$ cat config.mk
export PLATFORM = sky130hd
export DESIGN_NAME = tx_packer_flat
export DESIGN_NICKNAME = d
export VERILOG_FILES = /design/src/rtl/tx_packer_if.sv /design/src/rtl/tx_packer.sv /design/src/flat_wrapper.sv
export SDC_FILE = /design/constraint.sdc
export NUM_CORES = 1
export LEC_CHECK = 0
export BUFFER_PORTS_ARGS = -buffer_cell sky130_fd_sc_hd__buf_2
export CAP_MARGIN = 20
export CORE_MARGIN = 2
export CORE_UTILIZATION = 62
export CTS_BUF_LIST = sky130_fd_sc_hd__clkbuf_8 sky130_fd_sc_hd__clkbuf_16
export DETAILED_ROUTE_END_ITERATION = 16
export GPL_TIMING_DRIVEN = 0
export PLACE_DENSITY = 0.87
export REMOVE_ABC_BUFFERS = 1
export SYNTH_ARGS = -nofsm -noshare
export SYNTH_HDL_FRONTEND = slang
export SYNTH_SLANG_ARGS = --single-unit
$ cat constraint.sdc
create_clock -name clk -period 4.95 [get_ports clk]
set_input_delay 0.7425 -clock clk [delete_from_list [all_inputs] [get_ports clk]]
set_output_delay 0.7425 -clock clk [all_outputs]
set_load 0.01 [all_outputs]
$ cat src/rtl/tx_packer_if.sv
// ---------------------------------------------------------------------------
// tx_packer_if
// Stream bundle around the tx_packer width converter.
//   din side  : 16-bit user/protocol stream (din, din_vld, din_sop, din_eop,
//               din_mod) with backpressure din_rdy.
//   dout side : 32-bit MAC stream (dout, dout_vld, dout_sop, dout_eop,
//               dout_mod, dout_err) with downstream dout_rdy.
// Modports:
//   master : the environment (drives din_*, dout_rdy; observes the rest)
//   slave  : the packer (consumes din_*, dout_rdy; drives din_rdy, dout_*)
// ---------------------------------------------------------------------------
interface tx_packer_if;
    logic [15:0] din;
    logic        din_vld;
    logic        din_sop;
    logic        din_eop;
    logic        din_mod;
    logic        din_rdy;

    logic [31:0] dout;
    logic        dout_vld;
    logic        dout_sop;
    logic        dout_eop;
    logic [1:0]  dout_mod;
    logic        dout_err;
    logic        dout_rdy;

    modport master (
        output din, din_vld, din_sop, din_eop, din_mod, dout_rdy,
        input  din_rdy, dout, dout_vld, dout_sop, dout_eop, dout_mod, dout_err
    );

    modport slave (
        input  din, din_vld, din_sop, din_eop, din_mod, dout_rdy,
        output din_rdy, dout, dout_vld, dout_sop, dout_eop, dout_mod, dout_err
    );
endinterface

$ cat src/rtl/tx_packer.sv
// ---------------------------------------------------------------------------
// tx_packer
// Packs a 16-bit packet stream into big-endian 32-bit words (first beat in
// [31:16]) and queues them in a show-ahead FIFO towards the MAC.
// Ports:
//   clk    : clock, rising edge
//   rst_n  : asynchronous active-low reset
//   s_if   : tx_packer_if.slave, din_* input stream and dout_* output stream
// Parameter:
//   DEPTH  : FIFO depth in 32-bit words (power of 2, >= 4)
// Build option:
//   TX_PACKER_ABORT_EN : a sop beat in the middle of a packet terminates the
//   open packet with an err-flagged eop word and starts a new packet.
//   Without it such a sop is treated as ordinary continuation data.
//
// state  | meaning
// S_IDLE | between packets, waiting for a sop beat
// S_HI   | in packet, next beat is the upper half of a word
// S_LO   | upper half held in r_hi, next beat completes the word
// S_ONE  | single-beat word held in r_one, waiting for FIFO space
// ---------------------------------------------------------------------------
module tx_packer #(
    parameter int DEPTH = 16
) (
    input  logic       clk,
    input  logic       rst_n,
    tx_packer_if.slave s_if
);
    localparam int AW = $clog2(DEPTH);

    typedef enum logic [1:0] {S_IDLE, S_HI, S_LO, S_ONE} state_t;

    state_t      r_state, w_state_nxt;
    logic [15:0] r_hi, w_hi_nxt;
    logic        r_hi_sop, w_hi_sop_nxt;
    logic [36:0] r_one, w_one_nxt;

    logic        w_push;
    logic [36:0] w_wdata;
    logic        w_pop;
    logic        w_full;
    logic        w_empty;
    logic        w_din_rdy;
    logic        w_acc;
    logic [36:0] w_head;

    logic [36:0] r_mem [DEPTH];
    logic [AW:0] r_wptr, r_rptr;

    // FIFO entry layout: {err, mod[1:0], eop, sop, data[31:0]}
    function automatic logic [36:0] f_entry(input logic        err,
                                            input logic [1:0]  mod,
                                            input logic        eop,
                                            input logic        sop,
                                            input logic [31:0] data);
        return {err, mod, eop, sop, data};
    endfunction

    // Pointers carry one extra wrap bit to tell full from empty.
    assign w_empty = (r_wptr == r_rptr);
    assign w_full  = (r_wptr[AW] != r_rptr[AW]) &&
                     (r_wptr[AW-1:0] == r_rptr[AW-1:0]);

    assign w_din_rdy = !w_full && (r_state != S_ONE);
    assign w_acc     = s_if.din_vld && w_din_rdy;
    assign w_pop     = !w_empty && s_if.dout_rdy;

    always_comb begin
        w_state_nxt  = r_state;
        w_hi_nxt     = r_hi;
        w_hi_sop_nxt = r_hi_sop;
        w_one_nxt    = r_one;
        w_push       = 1'b0;
        w_wdata      = '0;
        case (r_state)
            S_IDLE: begin
                // beats arriving outside a packet without sop are dropped
                if (w_acc && s_if.din_sop) begin
                    if (s_if.din_eop) begin
                        w_push  = 1'b1;
                        w_wdata = f_entry(1'b0, {1'b1, s_if.din_mod}, 1'b1, 1'b1,
                                          {s_if.din, 16'h0});
                    end else begin
                        w_hi_nxt     = s_if.din;
                        w_hi_sop_nxt = 1'b1;
                        w_state_nxt  = S_LO;
                    end
                end
            end
            S_HI: begin
                if (w_acc) begin
`ifdef TX_PACKER_ABORT_EN
                    if (s_if.din_sop) begin
                        // nothing of the open word is held: close with an empty word
                        w_push       = 1'b1;
                        w_wdata      = f_entry(1'b1, 2'd0, 1'b1, 1'b0, 32'h0);
                        w_hi_nxt     = s_if.din;
                        w_hi_sop_nxt = 1'b1;
                        w_one_nxt    = f_entry(1'b0, {1'b1, s_if.din_mod}, 1'b1, 1'b1,
                                               {s_if.din, 16'h0});
                        w_state_nxt  = s_if.din_eop ? S_ONE : S_LO;
                    end else
`endif
                    if (s_if.din_eop) begin
                        w_push      = 1'b1;
                        w_wdata     = f_entry(1'b0, {1'b1, s_if.din_mod}, 1'b1, 1'b0,
                                              {s_if.din, 16'h0});
                        w_state_nxt = S_IDLE;
                    end else begin
                        w_hi_nxt     = s_if.din;
                        w_hi_sop_nxt = 1'b0;
                        w_state_nxt  = S_LO;
                    end
                end
            end
            S_LO: begin
                if (w_acc) begin
`ifdef TX_PACKER_ABORT_EN
                    if (s_if.din_sop) begin
                        // flush the held upper half as a truncated, corrupt eop word
                        w_push       = 1'b1;
                        w_wdata      = f_entry(1'b1, 2'd2, 1'b1, r_hi_sop,
                                               {r_hi, 16'h0});
                        w_hi_nxt     = s_if.din;
                        w_hi_sop_nxt = 1'b1;
                        w_one_nxt    = f_entry(1'b0, {1'b1, s_if.din_mod}, 1'b1, 1'b1,
                                               {s_if.din, 16'h0});
                        w_state_nxt  = s_if.din_eop ? S_ONE : S_LO;
                    end else
`endif
                    begin
                        w_push      = 1'b1;
                        w_wdata     = f_entry(1'b0,
                                              s_if.din_eop ? {1'b0, s_if.din_mod} : 2'd0,
                                              s_if.din_eop, r_hi_sop,
                                              {r_hi, s_if.din});
                        w_state_nxt = s_if.din_eop ? S_IDLE : S_HI;
                    end
                end
            end
            S_ONE: begin
                if (!w_full) begin
                    w_push      = 1'b1;
                    w_wdata     = r_one;
                    w_state_nxt = S_IDLE;
                end
            end
            default: w_state_nxt = S_IDLE;
        endcase
    end

    always_ff @(posedge clk or negedge rst_n) begin
        if (!rst_n) begin
            r_state  <= S_IDLE;
            r_hi     <= '0;
            r_hi_sop <= 1'b0;
            r_one    <= '0;
            r_wptr   <= '0;
            r_rptr   <= '0;
        end else begin
            r_state  <= w_state_nxt;
            r_hi     <= w_hi_nxt;
            r_hi_sop <= w_hi_sop_nxt;
            r_one    <= w_one_nxt;
            if (w_push) r_wptr <= r_wptr + 1'b1;
            if (w_pop)  r_rptr <= r_rptr + 1'b1;
        end
    end

    // Storage needs no reset: entries are only visible between the pointers.
    always_ff @(posedge clk) begin
        if (w_push) r_mem[r_wptr[AW-1:0]] <= w_wdata;
    end

    assign w_head = w_empty ? '0 : r_mem[r_rptr[AW-1:0]];

    assign s_if.din_rdy  = w_din_rdy;
    assign s_if.dout     = w_head[31:0];
    assign s_if.dout_sop = w_head[32];
    assign s_if.dout_eop = w_head[33];
    assign s_if.dout_mod = w_head[35:34];
    assign s_if.dout_err = w_head[36];
    assign s_if.dout_vld = !w_empty;
endmodule

$ cat src/flat_wrapper.sv
// flat-port wrapper written by rule: the top's interface ports become plain ports
module tx_packer_flat 
#(
    parameter int DEPTH = 16
)
  (clk, rst_n, s_if_din, s_if_din_vld, s_if_din_sop, s_if_din_eop, s_if_din_mod, s_if_dout_rdy, s_if_din_rdy, s_if_dout, s_if_dout_vld, s_if_dout_sop, s_if_dout_eop, s_if_dout_mod, s_if_dout_err);
  tx_packer_if s_if_i ();
  input  logic clk;
  input  logic rst_n;
  input wire logic [$bits(s_if_i.din)-1:0] s_if_din;
  input wire logic [$bits(s_if_i.din_vld)-1:0] s_if_din_vld;
  input wire logic [$bits(s_if_i.din_sop)-1:0] s_if_din_sop;
  input wire logic [$bits(s_if_i.din_eop)-1:0] s_if_din_eop;
  input wire logic [$bits(s_if_i.din_mod)-1:0] s_if_din_mod;
  input wire logic [$bits(s_if_i.dout_rdy)-1:0] s_if_dout_rdy;
  output wire logic [$bits(s_if_i.din_rdy)-1:0] s_if_din_rdy;
  output wire logic [$bits(s_if_i.dout)-1:0] s_if_dout;
  output wire logic [$bits(s_if_i.dout_vld)-1:0] s_if_dout_vld;
  output wire logic [$bits(s_if_i.dout_sop)-1:0] s_if_dout_sop;
  output wire logic [$bits(s_if_i.dout_eop)-1:0] s_if_dout_eop;
  output wire logic [$bits(s_if_i.dout_mod)-1:0] s_if_dout_mod;
  output wire logic [$bits(s_if_i.dout_err)-1:0] s_if_dout_err;
  assign s_if_i.din = s_if_din;
  assign s_if_i.din_vld = s_if_din_vld;
  assign s_if_i.din_sop = s_if_din_sop;
  assign s_if_i.din_eop = s_if_din_eop;
  assign s_if_i.din_mod = s_if_din_mod;
  assign s_if_i.dout_rdy = s_if_dout_rdy;
  assign s_if_din_rdy = s_if_i.din_rdy;
  assign s_if_dout = s_if_i.dout;
  assign s_if_dout_vld = s_if_i.dout_vld;
  assign s_if_dout_sop = s_if_i.dout_sop;
  assign s_if_dout_eop = s_if_i.dout_eop;
  assign s_if_dout_mod = s_if_i.dout_mod;
  assign s_if_dout_err = s_if_i.dout_err;
  tx_packer #(.DEPTH(DEPTH)) u_core (.clk(clk), .rst_n(rst_n), .s_if(s_if_i));
endmodule
==> run_results.csv <==
group,metric,value,unit
die,die_area,39260,um^2
clock_tree,clock_sinks,605,
timing,timing.fmax,221.4,MHz
critical_path,crit_arrival,3.77,ns
cells_and_area,nets,1178,
synthesis,synth-xor-area-share,0.005247,
timing,period_share,0.9126,
cells_and_area,stdcell_area,26460,um^2
hold_path,hold_path_class,"input pin to asynchronous set/reset pin",
detailed_routing,ant_nets,0,
power,p_leak,8.753,nW
critical_path,worstSetupStartpointType,"register",
detailed_routing,avgViaCountPerCell,6.846,
timing,hold_viol,0,
power,seqPwrFrac,0.429,
clock_tree,cts_max_path_buffers,3,
clock_tree,path_clk_slew,0.06,ns
synthesis,syn-mean-instance-area,21.94,um^2
synthesis,netlist_instances,1065,
placement,numPortBuffers,60,
cells_and_area,final_common_cell,"edfxtp_1",
detailed_routing,drt_iter0_drc,1832,
timing,maxSlewViolCount,0,
synthesis,netlist-cell-type-count,33,
global_routing,antenna_found_initial,0,
cells_and_area,seq_area,18030,um^2
global_routing,grtUsageTotal,0.2934,
critical_path,rr_worst_depth,7,
placement,dp_hpwl,29.22,mm
clock_tree,hold_buffers,0,
power,power.density,556.0,nW/um^2
placement,dpl_cell_area,24690,um^2
cells_and_area,post-route-util,0.7076,
power,power.switching,4.453,mW
die,initial_core_util,0.6248,
clock_tree,cts_tree,"yes",
power,p_int,10.26,mW
clock_tree,numCtsBuffers,56,
synthesis,synth_fa_ha_area_frac,0.002677,
cells_and_area,multi_input_area,5064,um^2
timing,finalSetupTns,0,ns
power,combinationalPowerShare,0.290,
placement,pre_cts_slack,0.9704,ns
synthesis,synth_area,23370,um^2
detailed_routing,wl_per_cell,32.33,um
detailed_routing,routed_wl,55.25,mm
die,die_h,198.1,um
synthesis,ys_seq_elements,605,
placement,gp_congestion,0.7134,
clock_tree,clockRootBuffer,"clkbuf_16",
cells_and_area,final_cell_mix,"576 x edfxtp_1, 144 x mux4_2, 72 x a22oi_1",
synthesis,yosysWarnings,0,
timing,setup_violations,0,
global_routing,grt_overflow_total,0,
timing,worst_pin_slew,0.9994,ns
timing,whs,0.3072,ns
synthesis,synth_compound_area_frac,0.04048,
flow_run,maxCapViolations,0,
clock_tree,clock_latency,0.59,ns
power,netSwitchingFraction,0.3026,
synthesis,synthMuxAreaShare,0.1489,
power,clkPwrFrac,0.281,
timing,fin_skew,0.02524,ns
cells_and_area,fin_cells,1709,
timing,setup_ws,0.4326,ns
critical_path,cp-end-kind,"output pin",
detailed_routing,firstDrtPassIters,5,
clock_tree,cts_setup_buffers,0,
detailed_routing,vias,11700,
critical_path,path_class,"register to output pin",
cells_and_area,antenna_cells,0,
die,num_rows,71,
power,ir_drop,0.4727,mV
global_routing,grt_pass1_vias,12330,
clock_tree,h-tree-depth,2,
synthesis,synth_seq_area_share,0.7712,
detailed_routing,drc_errors,0,
placement,placed_cells,1603,
critical_path,critPathRequiredTime,4.21,ns
synthesis,synth_simple_gate_area_frac,0.01708,
power,power,14.72,mW
die,coreArea,37400,um^2
cells_and_area,n_fill_cell,2065,
die,io_pins,62,
clock_tree,cts-resized-gates,0,
synthesis,synth_top_family_by_area,"multiplexers",
cells_and_area,areaGrowthSynthToFinish,13.25,%
timing,rsz0062_at_grt,"false",
global_routing,grt_max_degree,62,
status,status,"completed",
die,die_x,198.1,um
critical_path,crit_fanout,36,
global_routing,grt_pass1_wl,80.31,mm
timing,maxSlewHeadroom,0.3337,
timing,period_needed,4.517,ns
cells_and_area,drive_gt1_frac,0.3055,
[state kept, by name (all words and copies together) (netlist names)]
| name | cells |
|---|---|
| u_core.r_wptr | 5 |
| u_core.r_hi_sop | 1 |
| u_core.r_state | 2 |
| u_core.r_hi | 16 |
| u_core.r_mem | 576 |
| u_core.r_rptr | 5 |
[worst max-delay path, cell delays in order (launching register included)]
cell and delay, ns:
dfrtp_4 0.83, buf_16 0.34, xor2_1 0.17, nor4_4 0.48
and2_2 0.72, buf_12 0.29, a21oi_1 0.14, buf_2 0.19
[synthesized netlist by cell type]
cell type	number	area (um^2)
mux2_2	9	101.4
buf_1	3	11.26
nand4_1	2	12.51
a21oi_1	39	195.2
buf_6	2	22.52
a221oi_1	1	8.760
mux2_4	9	135.1
and3_1	19	118.9
a21oi_2	1	8.760
nor3b_1	1	7.510
mux4_2	144	3243
conb_1	1	3.750
xor2_1	9	78.83
buf_2	24	120.1
nand2b_1	2	12.51
nor2b_1	4	25.02
dfrtp_1	29	725.7
ha_1	5	62.56
nor2_1	9	33.78
a2111oi_4	1	27.53
nor3_1	4	20.02
o21ai_0	5	25.02
nand2_1	6	22.52
xnor2_1	5	43.79
and2_1	20	125.1
buf_4	1	7.510
a22o_1	16	140.1
clkbuf_2	2	10.01
inv_1	7	26.28
nor4_4	1	21.27
clkbuf_1	36	135.1
a22oi_1	72	540.5
edfxtp_1	576	17300
[layer usage]
layer / up-vias / part of all wire / wire length, um / global-route usage
met1: 6071 / 0.35 / 19530 / 0.3827
met3: 164 / 0.098 / 5405 / 0.06200
li1: 4655 / - / - / -
met4: 0 / 0.044 / 2422 / 0.1317
met5: - / 0 / 0 / 0
met2: 809 / 0.50 / 27890 / 0.4840
[power groups by stage]
| stage | clock network, mW | registers, mW | logic [mW] |
|---|---|---|---|
| 2_1_floorplan | 0 | 6.59 | 2.79 |
| 3_3_place_gp | 0 | 6.69 | 3.68 |
| 3_5_place_dp | 0 | 6.40 | 4.21 |
| 4_1_cts | 4.16 | 6.31 | 4.30 |
| 5_1_grt | 4.33 | 6.34 | 4.55 |
| 6_report | 4.13 | 6.32 | 4.27 |
[area by class of cell]
type                    count  area share
well taps                 511     0.02416
flip-flops and latches    605      0.6813
clock buffers              61     0.05598
repair buffers             95     0.03536
clock inverters            45     0.01087
inverters                   7   0.0009929
multi-input cells         385      0.1913
[logic make-up after synthesis]
logic type,Yosys count
AOI/OAI and AO/OA,135
xor gates and xnor gates,14
adders and majority gates,5
buffers and inverters,75
DFF,605
muxes,162
other,1
and+or+nand+nor,68
[worst paths after layout]
kind / from / to / slack [ns]
min in group clk: s_if_din[13] / u_core.r_hi[13]$_DFFE_PN0P_ / 0.42
max in group asynchronous: rst_n / u_core.r_rptr[1]$_DFFE_PN0P_ / 3.94
hold / removal: rst_n / u_core.r_hi[13]$_DFFE_PN0P_ / 0.31
hold reg to reg: u_core.r_hi_sop$_DFFE_PN0P_ / u_core.r_hi_sop$_DFFE_PN0P_ / 0.51
setup reg to reg: u_core.r_rptr[0]$_DFFE_PN0P_ / u_core.r_mem[12][8]$_DFFE_PP_ / 0.92
setup / recovery: u_core.r_rptr[0]$_DFFE_PN0P_ / s_if_dout_mod[1] / 0.43
No activity file was read; power rests on OpenSTA's default activity.
